==> src/rtl/npcnn_pool.sv <==
// 2x2 stride-2 signed max pooling over an OS x OS row-major stream.
// Define NPCNN_POOL_RELU_EN to clamp negative samples to zero before pooling.
module npcnn_pool #(
  parameter int unsigned OS = 4,
  parameter int unsigned DW = 20
) (
  input  logic          clk,
  input  logic          reset,
  input  logic          go,
  input  logic [DW-1:0] in_data,
  input  logic          in_valid,
  output logic [DW-1:0] out_data,
  output logic          out_valid,
  output logic          busy,
  output logic          done
);

  localparam int unsigned HW = OS / 2;
  localparam int unsigned CW = (OS > 1) ? $clog2(OS) : 1;
  localparam int unsigned IW = (HW > 1) ? $clog2(HW) : 1;
  localparam int unsigned NW = $clog2(HW * HW + 1);

  typedef enum logic [1:0] {StIdle, StRun, StDone} state_e;

  state_e                state_q, state_d;
  logic [CW-1:0]         row_q, row_d, col_q, col_d;
  logic [NW-1:0]         cnt_q, cnt_d;
  logic signed [DW-1:0]  pair_q, pair_d;
  logic signed [DW-1:0]  lbuf_q [HW];
  logic signed [DW-1:0]  lbuf_d [HW];
  logic [DW-1:0]         out_data_q, out_data_d;
  logic                  out_valid_q, out_valid_d;

  logic                  accept, last;
  logic signed [DW-1:0]  sample, pmax, wmax;
  logic [IW-1:0]         idx;

  function automatic logic signed [DW-1:0] smax(input logic signed [DW-1:0] a,
                                                input logic signed [DW-1:0] b);
    return (a > b) ? a : b;
  endfunction

`ifdef NPCNN_POOL_RELU_EN
  assign sample = in_data[DW-1] ? '0 : in_data;
`else
  assign sample = in_data;
`endif

  assign accept = (state_q == StRun) && in_valid;
  assign last   = (row_q == CW'(OS - 1)) && (col_q == CW'(OS - 1));
  assign idx    = IW'(col_q >> 1);
  assign pmax   = smax(pair_q, sample);
  assign wmax   = smax(lbuf_q[idx], pmax);

  always_comb begin
    state_d     = state_q;
    row_d       = row_q;
    col_d       = col_q;
    cnt_d       = cnt_q;
    pair_d      = pair_q;
    lbuf_d      = lbuf_q;
    out_data_d  = out_data_q;
    out_valid_d = 1'b0;
    unique case (state_q)
      StIdle: begin
        if (go) begin
          state_d = StRun;
          row_d   = '0;
          col_d   = '0;
          cnt_d   = '0;
        end
      end
      StRun: begin
        if (accept) begin
          if (col_q == CW'(OS - 1)) begin
            col_d = '0;
            row_d = last ? '0 : row_q + 1'b1;
          end else begin
            col_d = col_q + 1'b1;
          end
          // Even column opens a window; odd column closes its horizontal pair.
          if (!col_q[0]) begin
            pair_d = sample;
          end else if (!row_q[0]) begin
            lbuf_d[idx] = pmax;
          end else begin
            out_data_d  = wmax;
            out_valid_d = 1'b1;
            cnt_d       = cnt_q + 1'b1;
          end
          if (last) state_d = StDone;
        end
      end
      StDone:  state_d = StIdle;
      default: state_d = StIdle;
    endcase
  end

  always_ff @(posedge clk or negedge reset) begin
    if (!reset) begin
      state_q     <= StIdle;
      row_q       <= '0;
      col_q       <= '0;
      cnt_q       <= '0;
      pair_q      <= '0;
      out_data_q  <= '0;
      out_valid_q <= 1'b0;
      for (int i = 0; i < HW; i++) lbuf_q[i] <= '0;
    end else begin
      state_q     <= state_d;
      row_q       <= row_d;
      col_q       <= col_d;
      cnt_q       <= cnt_d;
      pair_q      <= pair_d;
      out_data_q  <= out_data_d;
      out_valid_q <= out_valid_d;
      lbuf_q      <= lbuf_d;
    end
  end

  assign out_data  = out_data_q;
  assign out_valid = out_valid_q;
  assign busy      = (state_q != StIdle);
  assign done      = (state_q == StDone);

endmodule

==> config.mk <==
export PLATFORM = sky130hd
export DESIGN_NAME = npcnn_pool
export DESIGN_NICKNAME = d
export VERILOG_FILES = /design/src/rtl/npcnn_pool.sv
export SDC_FILE = /design/constraint.sdc
export NUM_CORES = 1
export LEC_CHECK = 0
export ABC_AREA = 1
export BUFFER_PORTS_ARGS = -buffer_cell sky130_fd_sc_hd__buf_2
export CORE_MARGIN = 3
export CORE_UTILIZATION = 60
export DETAILED_ROUTE_END_ITERATION = 10
export PLACE_DENSITY = 0.78
export SYNTH_ARGS = -nofsm -noshare
export SYNTH_HDL_FRONTEND = slang
export SYNTH_SLANG_ARGS = --single-unit
==> constraint.sdc <==
create_clock -name clk -period 5.6 [get_ports clk]
set_clock_uncertainty 0.2 [all_clocks]
set_input_delay 0.28 -clock clk [delete_from_list [all_inputs] [get_ports clk]]
set_output_delay 0.28 -clock clk [all_outputs]
set_load 0.005 [all_outputs]
==> results of run 1 <==
how the worst max path moves through the flow:
stage	end
CTS	out_data[3]$_DFFE_PN0P_
global route	out_data[3]$_DFFE_PN0P_
finish	out_data[3]$_DFFE_PN0P_
detailed placement	out_data[3]$_DFFE_PN0P_
floorplan	out_data[0]$_DFFE_PN0P_
global placement	out_data[5]$_DFFE_PN0P_
state kept, by name (all words and copies together) (netlist names):
name	cells
col_q	2
lbuf_q	40
out_data	20
out_valid	1
pair_q	20
row_q	2
state_q	2
metal layers:
| layer | up-vias | part of all wire, % | GRT usage [%] |
|---|---|---|---|
| met2 | 157 | 46 | 39.49 |
| met4 | 0 | 1.3 | 6.632 |
| met1 | 2266 | 46 | 39.68 |
| met3 | 17 | 6.3 | 3.114 |
| met5 | - | 0 | 0 |
| li1 | 2419 | - | - |
metrics by stage:
stage               instances  instance area [sq um]  worst slack, ns  util (%)
floorplan                 743                   5389            2.241         -
global placement          862                   5603            1.084     66.19
detailed placement        862                   5603           0.9299     66.19
CTS                       879                   5842           0.9588     69.02
global route              879                   5842           0.4748     69.02
finish                    879                   5842           0.8818     69.02
worst max-delay path, delay by kind of cell (launching register included):
kind / cells / cell delay [ns]
adders and majority gates: 2 / 0.67
buffers and inverters: 2 / 0.76
and+or+nand+nor: 19 / 2.53
DFF: 1 / 0.42
cell families (layout without fill, tap and decap cells):
kind of cell / count (synthesis) / in the layout
adders and majority gates: 42 / 42
AOI/OAI and AO/OA: 87 / 87
and+or+nand+nor: 438 / 438
DFF: 87 / 87
buffers and inverters: 89 / 120
placed cells by master, fill, tap and decap left out:
cell,n
sky130_fd_sc_hd__clkbuf_8,10
sky130_fd_sc_hd__nor2_2,1
sky130_fd_sc_hd__buf_2,45
sky130_fd_sc_hd__o21ai_0,27
sky130_fd_sc_hd__nand4_1,4
sky130_fd_sc_hd__ha_1,42
sky130_fd_sc_hd__a21o_1,2
sky130_fd_sc_hd__nor2_1,104
sky130_fd_sc_hd__nor3_1,2
sky130_fd_sc_hd__inv_6,1
sky130_fd_sc_hd__nor4_2,2
sky130_fd_sc_hd__buf_4,5
sky130_fd_sc_hd__or2_2,1
sky130_fd_sc_hd__dfrtp_1,87
sky130_fd_sc_hd__a21oi_1,57
sky130_fd_sc_hd__nand2_2,20
sky130_fd_sc_hd__nand3b_1,19
sky130_fd_sc_hd__inv_1,53
sky130_fd_sc_hd__clkinvlp_4,1
sky130_fd_sc_hd__clkinv_2,1
sky130_fd_sc_hd__dlygate4sd3_1,2
sky130_fd_sc_hd__bufinv_16,2
sky130_fd_sc_hd__nand3_2,1
sky130_fd_sc_hd__nand3_1,47
sky130_fd_sc_hd__o22ai_1,1
sky130_fd_sc_hd__nand2_1,237
final cells by class:
type                       count  area [sq um]
multi-input combinational    567          2833
clock inverter                 5         81.33
clock buffer                  10         137.6
inverter                      53         198.9
tap                          105         131.4
timing repair buffer          52         282.8
fill                         741          2623
sequential                    87          2177
synthesized netlist by cell type:
library cell	count
sky130_fd_sc_hd__o22ai_1	1
sky130_fd_sc_hd__nor4_1	2
sky130_fd_sc_hd__nand2_2	20
sky130_fd_sc_hd__ha_1	42
sky130_fd_sc_hd__nand3_2	1
sky130_fd_sc_hd__nand3_1	47
sky130_fd_sc_hd__buf_2	4
sky130_fd_sc_hd__nor3_1	2
sky130_fd_sc_hd__inv_1	53
sky130_fd_sc_hd__buf_4	2
sky130_fd_sc_hd__a21o_1	2
sky130_fd_sc_hd__clkbuf_1	24
sky130_fd_sc_hd__nand4_1	4
sky130_fd_sc_hd__dfrtp_1	87
sky130_fd_sc_hd__buf_6	6
sky130_fd_sc_hd__o21ai_0	27
sky130_fd_sc_hd__a21oi_1	57
sky130_fd_sc_hd__nand2_1	237
sky130_fd_sc_hd__nor2_1	104
sky130_fd_sc_hd__or2_2	1
sky130_fd_sc_hd__nand3b_1	19
sky130_fd_sc_hd__nor2_2	1
==> results.sh, run 1 <==
export IMPL_run_status="finished, final reports clean"
export IMPL_synth_simple_gate_area_share_pct=34.39
export IMPL_numPortBuffers=46
export IMPL_grt_use_total_pct=26.04
export IMPL_timing_reg2reg_setup_slack_ns=0.88
export IMPL_total_wirelength_um=12900
export IMPL_die_y_um=100.8
export IMPL_timing_critical_path_from="pair_q[19]$_DFFE_PN0P_"
export IMPL_place_hpwl_um=9152
export IMPL_critical_path_max_stage_delay_ns=0.66
export IMPL_finalCriticalPeriod_ns=4.718
export IMPL_fin_nets=836
export IMPL_timing_rr_end="out_data[3]$_DFFE_PN0P_"
export IMPL_worst_r2r_startpoint="pair_q[19]$_DFFE_PN0P_"
export IMPL_clkSinkCount=87
export IMPL_gpl_final_weighted_congestion=0.8741
export IMPL_rsz0062_at_grt="no"
export IMPL_syn_avg_cell_area_sq_um=7.253
export IMPL_overflow=0
export IMPL_detailedRoute_firstPassIterationCount=6
export IMPL_fraction_of_synthesized_cell_area_taken_by_the_top_area_cell_type_pct=40.40
export IMPL_final_min_period_over_clock_period_pct=84.25
export IMPL_hold_path_cell_count=3
export IMPL_critical_path_cell_sequence="ha_1, nand2_1, nor2_1, nand2_1, nor2_2, nand4_1, buf_4, nand3_2, nand2_1, nand2_2, ha_1, nand2_1, nor2_1, nand2_1, nor2_1, nand2_1, nand3_1, nand2_1, nand3_1, buf_4, nand3_1, nand2_1, nand2_1"
export IMPL_worst_hold_start="in_data[0]"
export IMPL_worstPathArrival_ns=4.76
export IMPL_cts_buffers=9
export IMPL_drive_gt1_share_pct=11.63
export IMPL_syn_instance_count=743
export IMPL_ys_warn_count=0
export IMPL_detail_route_iter0_violations=331
export IMPL_critPathMostFrequentCell="sky130_fd_sc_hd__nand2_1"
export IMPL_synth_area_sq_um=5389
export IMPL_worst_hold_path_type="in -> reg"
export IMPL_hold_buffers=2
export IMPL_clock_fmax_mhz=211.9
export IMPL_grt_antenna_before_repair=0
export IMPL_synth_top_cell_by_area="sky130_fd_sc_hd__dfrtp_1"
export IMPL_worstSkewPairLatency_ns=0.36
export IMPL_cts_root_buffer_cell="sky130_fd_sc_hd__clkbuf_8"
export IMPL_final_hold_violation_count=0
export IMPL_grt_pass1_vias=4407
export IMPL_floorplan_initialDensity_pct=63.67
export IMPL_synth_adder_area_share_pct=9.752
export IMPL_global_route_wire_length_before_repair_um=21020
export IMPL_post_cts_setup_buffer_count=0
export IMPL_critical_path_startpoint_type="flip-flop"
export IMPL_synth_seq_cells=87
export IMPL_grt_start_max_net_pins=88
export IMPL_drc=0
export IMPL_post_synth_xor_area_fraction_pct=0
export IMPL_floorplan_io_pins=47
export IMPL_clk_transition_reported_paths_ns=0.09
export IMPL_areaGrowthSynthToFinish_pct=8.405
export IMPL_worst_path_max_delay_cell="sky130_fd_sc_hd__nand3_2"
export IMPL_timing_worst_slew_pin_value_ns=1.211
export IMPL_post_cts_resized=0
export IMPL_clk_path_buf_depth=2
export IMPL_hold_ws_ns=0.03094
export IMPL_rr_worst_depth=23
export IMPL_slew_headroom_pct=19.07
export IMPL_synthTopCellsByArea="sky130_fd_sc_hd__dfrtp_1, sky130_fd_sc_hd__nand2_1, sky130_fd_sc_hd__ha_1"
export IMPL_synth_seq_area_share_pct=40.40
export IMPL_route_detailed_wl_per_inst_um=14.68
export IMPL_maxCapViolations=0
export IMPL_finish_stage_setup_viols=0
export IMPL_antenna_cells_inserted=0
export IMPL_slew_viol_final=0
export IMPL_fin_tns_setup_ns=0
export IMPL_synth_net_count=809
export IMPL_muxShareOfSynthArea_pct=0
export IMPL_combinational_family_with_the_most_area_after_synthesis="simple AND/OR/NAND/NOR gates"
export IMPL_total_via_count_in_the_routed_design=4859
export IMPL_synth_compound_area_share_pct=8.196
export IMPL_die_w_um=100.8
export IMPL_placementRows=33
export IMPL_core_area_sq_um=8464
export IMPL_vias_per_cell=5.528
export IMPL_required_time_of_the_worst_setup_path_ns=5.65
export IMPL_cts_max_level=3
export IMPL_synth_distinct_cells=22
export IMPL_endpoint_kind="flip-flop"
export IMPL_hold_path_end="pair_q[0]$_DFFE_PN0P_"
export IMPL_fp_dieArea_sq_um=10150
export IMPL_timing_worst_setup_path_type="reg -> reg"
export IMPL_antenna_left=0
export IMPL_cp_max_fo=41
export IMPL_tritoncts_clock_tree="built"
Power of run 1 is left out: the tool's default activity adds up to more than one toggle a clock period on the data nets, which glitch-free logic cannot reach.
==> run 2, diff against run 1 <==
--- a/config.mk
+++ b/config.mk
@@ -8,9 +8,9 @@
 export ABC_AREA = 1
 export BUFFER_PORTS_ARGS = -buffer_cell sky130_fd_sc_hd__buf_2
 export CORE_MARGIN = 3
-export CORE_UTILIZATION = 60
+export CORE_UTILIZATION = 54
 export DETAILED_ROUTE_END_ITERATION = 10
-export PLACE_DENSITY = 0.78
+export PLACE_DENSITY = 0.74
 export SYNTH_ARGS = -nofsm -noshare
 export SYNTH_HDL_FRONTEND = slang
 export SYNTH_SLANG_ARGS = --single-unit
==> constraint.sdc (replaced) <==
create_clock -name clk -period 4.3 [get_ports clk]
set_clock_uncertainty 0.2 [all_clocks]
set_input_delay 0.215 -clock clk [delete_from_list [all_inputs] [get_ports clk]]
set_output_delay 0.215 -clock clk [all_outputs]
set_load 0.005 [all_outputs]
==> run 2 against run 1 <==
- clock-buffer cell count grew 2
- register-to-register slack lost 0.49 ns
- critical path depth grew 5
- cell count grew 5.3%
- non-clock buffer count grew 23
- wire length grew 6.9%
==> results.sh, run 2 (synthesized netlist as in run 1, its figures left out) <==
export IMPL_critical_path_startpoint_type="input port"
export IMPL_detail_route_iter0_violations=384
export IMPL_largest_register="lbuf_q"
export IMPL_worst_hold_path_type="in -> reg"
export IMPL_timing_worst_slew_pin_value_ns=1.168
export IMPL_fp_dieArea_sq_um=11210
export IMPL_overflow=0
export IMPL_run_status="finished, final reports clean"
export IMPL_grt_antenna_before_repair=0
export IMPL_pre_cts_slack_ns=0.3832
export IMPL_critical_path_max_stage_delay_ns=0.52
export IMPL_grt_use_total_pct=24.26
export IMPL_finish_stage_setup_viols=0
export IMPL_floorplan_io_pins=47
export IMPL_final_min_period_over_clock_period_pct=94.11
export IMPL_post_cts_setup_buffer_count=0
export IMPL_route_detailed_wl_per_inst_um=14.89
export IMPL_numPortBuffers=46
export IMPL_tritoncts_clock_tree="built"
export IMPL_clk_transition_reported_paths_ns=0.09
export IMPL_timing_worst_setup_path_type="in -> reg"
export IMPL_layout_common_cells="sky130_fd_sc_hd__nand2_1, sky130_fd_sc_hd__nor2_1, sky130_fd_sc_hd__dfrtp_1"
export IMPL_placementRows=35
export IMPL_worst_slack_ns=0.2532
export IMPL_drive_gt1_share_pct=12.55
export IMPL_finalCriticalPeriod_ns=4.047
export IMPL_areaGrowthSynthToFinish_pct=14.37
export IMPL_global_route_wire_length_before_repair_um=22150
export IMPL_die_y_um=105.9
export IMPL_place_hpwl_um=9353
export IMPL_slew_headroom_pct=22.03
export IMPL_cts_root_buffer_cell="sky130_fd_sc_hd__clkbuf_8"
export IMPL_floorplan_initialDensity_pct=56.97
export IMPL_core_area_sq_um=9459
export IMPL_detailedRoute_firstPassIterationCount=5
export IMPL_endpoint_kind="flip-flop"
export IMPL_antenna_cells_inserted=0
export IMPL_place_inst=891
export IMPL_final_common_cell="sky130_fd_sc_hd__nand2_1"
export IMPL_maxCapViolations=0
export IMPL_clk_path_buf_depth=2
export IMPL_max_ffs_per_register=40
export IMPL_clock_fmax_mhz=247.1
export IMPL_final_hold_violation_count=0
export IMPL_gpl_final_weighted_congestion=0.8249
export IMPL_antenna_left=0
export IMPL_fin_nets=859
export IMPL_cts_buffers=9
export IMPL_vias_per_cell=5.448
export IMPL_die_w_um=105.9
export IMPL_clkSinkCount=87
export IMPL_total_via_count_in_the_routed_design=5045
export IMPL_layout_filler_cells=834
export IMPL_slew_viol_final=0
export IMPL_cp_max_fo=19
export IMPL_cts_max_level=3
export IMPL_grt_start_max_net_pins=88
export IMPL_post_layout_nonfiller_instances=926
export IMPL_worstSkewPairLatency_ns=0.36
export IMPL_required_time_of_the_worst_setup_path_ns=4.35
export IMPL_critPathMostFrequentCell="sky130_fd_sc_hd__nand2_1"
export IMPL_total_wirelength_um=13790
export IMPL_worst_path_max_delay_cell="sky130_fd_sc_hd__dlygate4sd3_1"
export IMPL_grt_pass1_vias=4667
export IMPL_worstPathArrival_ns=4.09
export IMPL_drc=0
-- run 2: final cells by class --
type	count	area, sq um	share of cell area, %
multi-input cells	567	2884	46.79
inverters	53	198.9	3.228
clock inverters	3	21.27	0.3451
repair buffers	75	585.6	9.501
well taps	129	161.4	2.619
flip-flops and latches	87	2177	35.32
clock buffers	12	135.1	2.192
-- run 2: per-stage QoR --
step | utilization [%] | TNS [ns] | hold WS, ns | cell area [sq um]
global placement | 60.21 | 0 | 0.2581 | 5695
floorplan | - | 0 | -0.2806 | 5389
global route | 65.16 | -0.3721 | 0.02119 | 6163
detailed placement | 60.21 | 0 | 0.2603 | 5695
CTS | 63.66 | 0 | 0.00003569 | 6022
finish | 65.16 | 0 | 0.001442 | 6163
-- run 2: worst max-delay path: cells and delay by family --
family / cells / cell delay [ns]
AOI/OAI and AO/OA: 2 / 0.35
adders and majority gates: 2 / 0.63
buffers and inverters: 6 / 1.14
and+or+nand+nor: 18 / 1.73
-- run 2: metal layers --
metal,GRT usage (%),part of all wire (%),up-vias
li1,-,-,2469
met1,35.37,46,2414
met2,38.66,48,146
met3,3.218,5.2,16
met4,5.735,1.1,0
met5,0,0,-
-- run 2: final timing paths --
kind / from / endpoint / slack (ns) / depth (start not counted)
max reg2reg: pair_q[19]$_DFFE_PN0P_ / out_data[19]$_DFFE_PN0P_ / 0.39 / 24
max: in_data[1] / out_data[19]$_DFFE_PN0P_ / 0.25 / 28
min: in_data[2] / out_data[2]$_DFFE_PN0P_ / 0.001 / 5
max in group asynchronous: reset / pair_q[0]$_DFFE_PN0P_ / 2.77 / 2
min in group asynchronous: reset / lbuf_q[13]$_DFFE_PN0P_ / 0.39 / 2
min reg2reg: out_data[5]$_DFFE_PN0P_ / out_data[5]$_DFFE_PN0P_ / 0.28 / 2
-- run 2: repair_timing --
action | 4_1_cts | 5_1_grt
endpoints found under the setup margin | 0 | 20
hold buffers | 17 | 0
gates resized for setup | 0 | 11
endpoints found under the hold margin | 106 | 0
Power of run 2 is left out for the same reason.
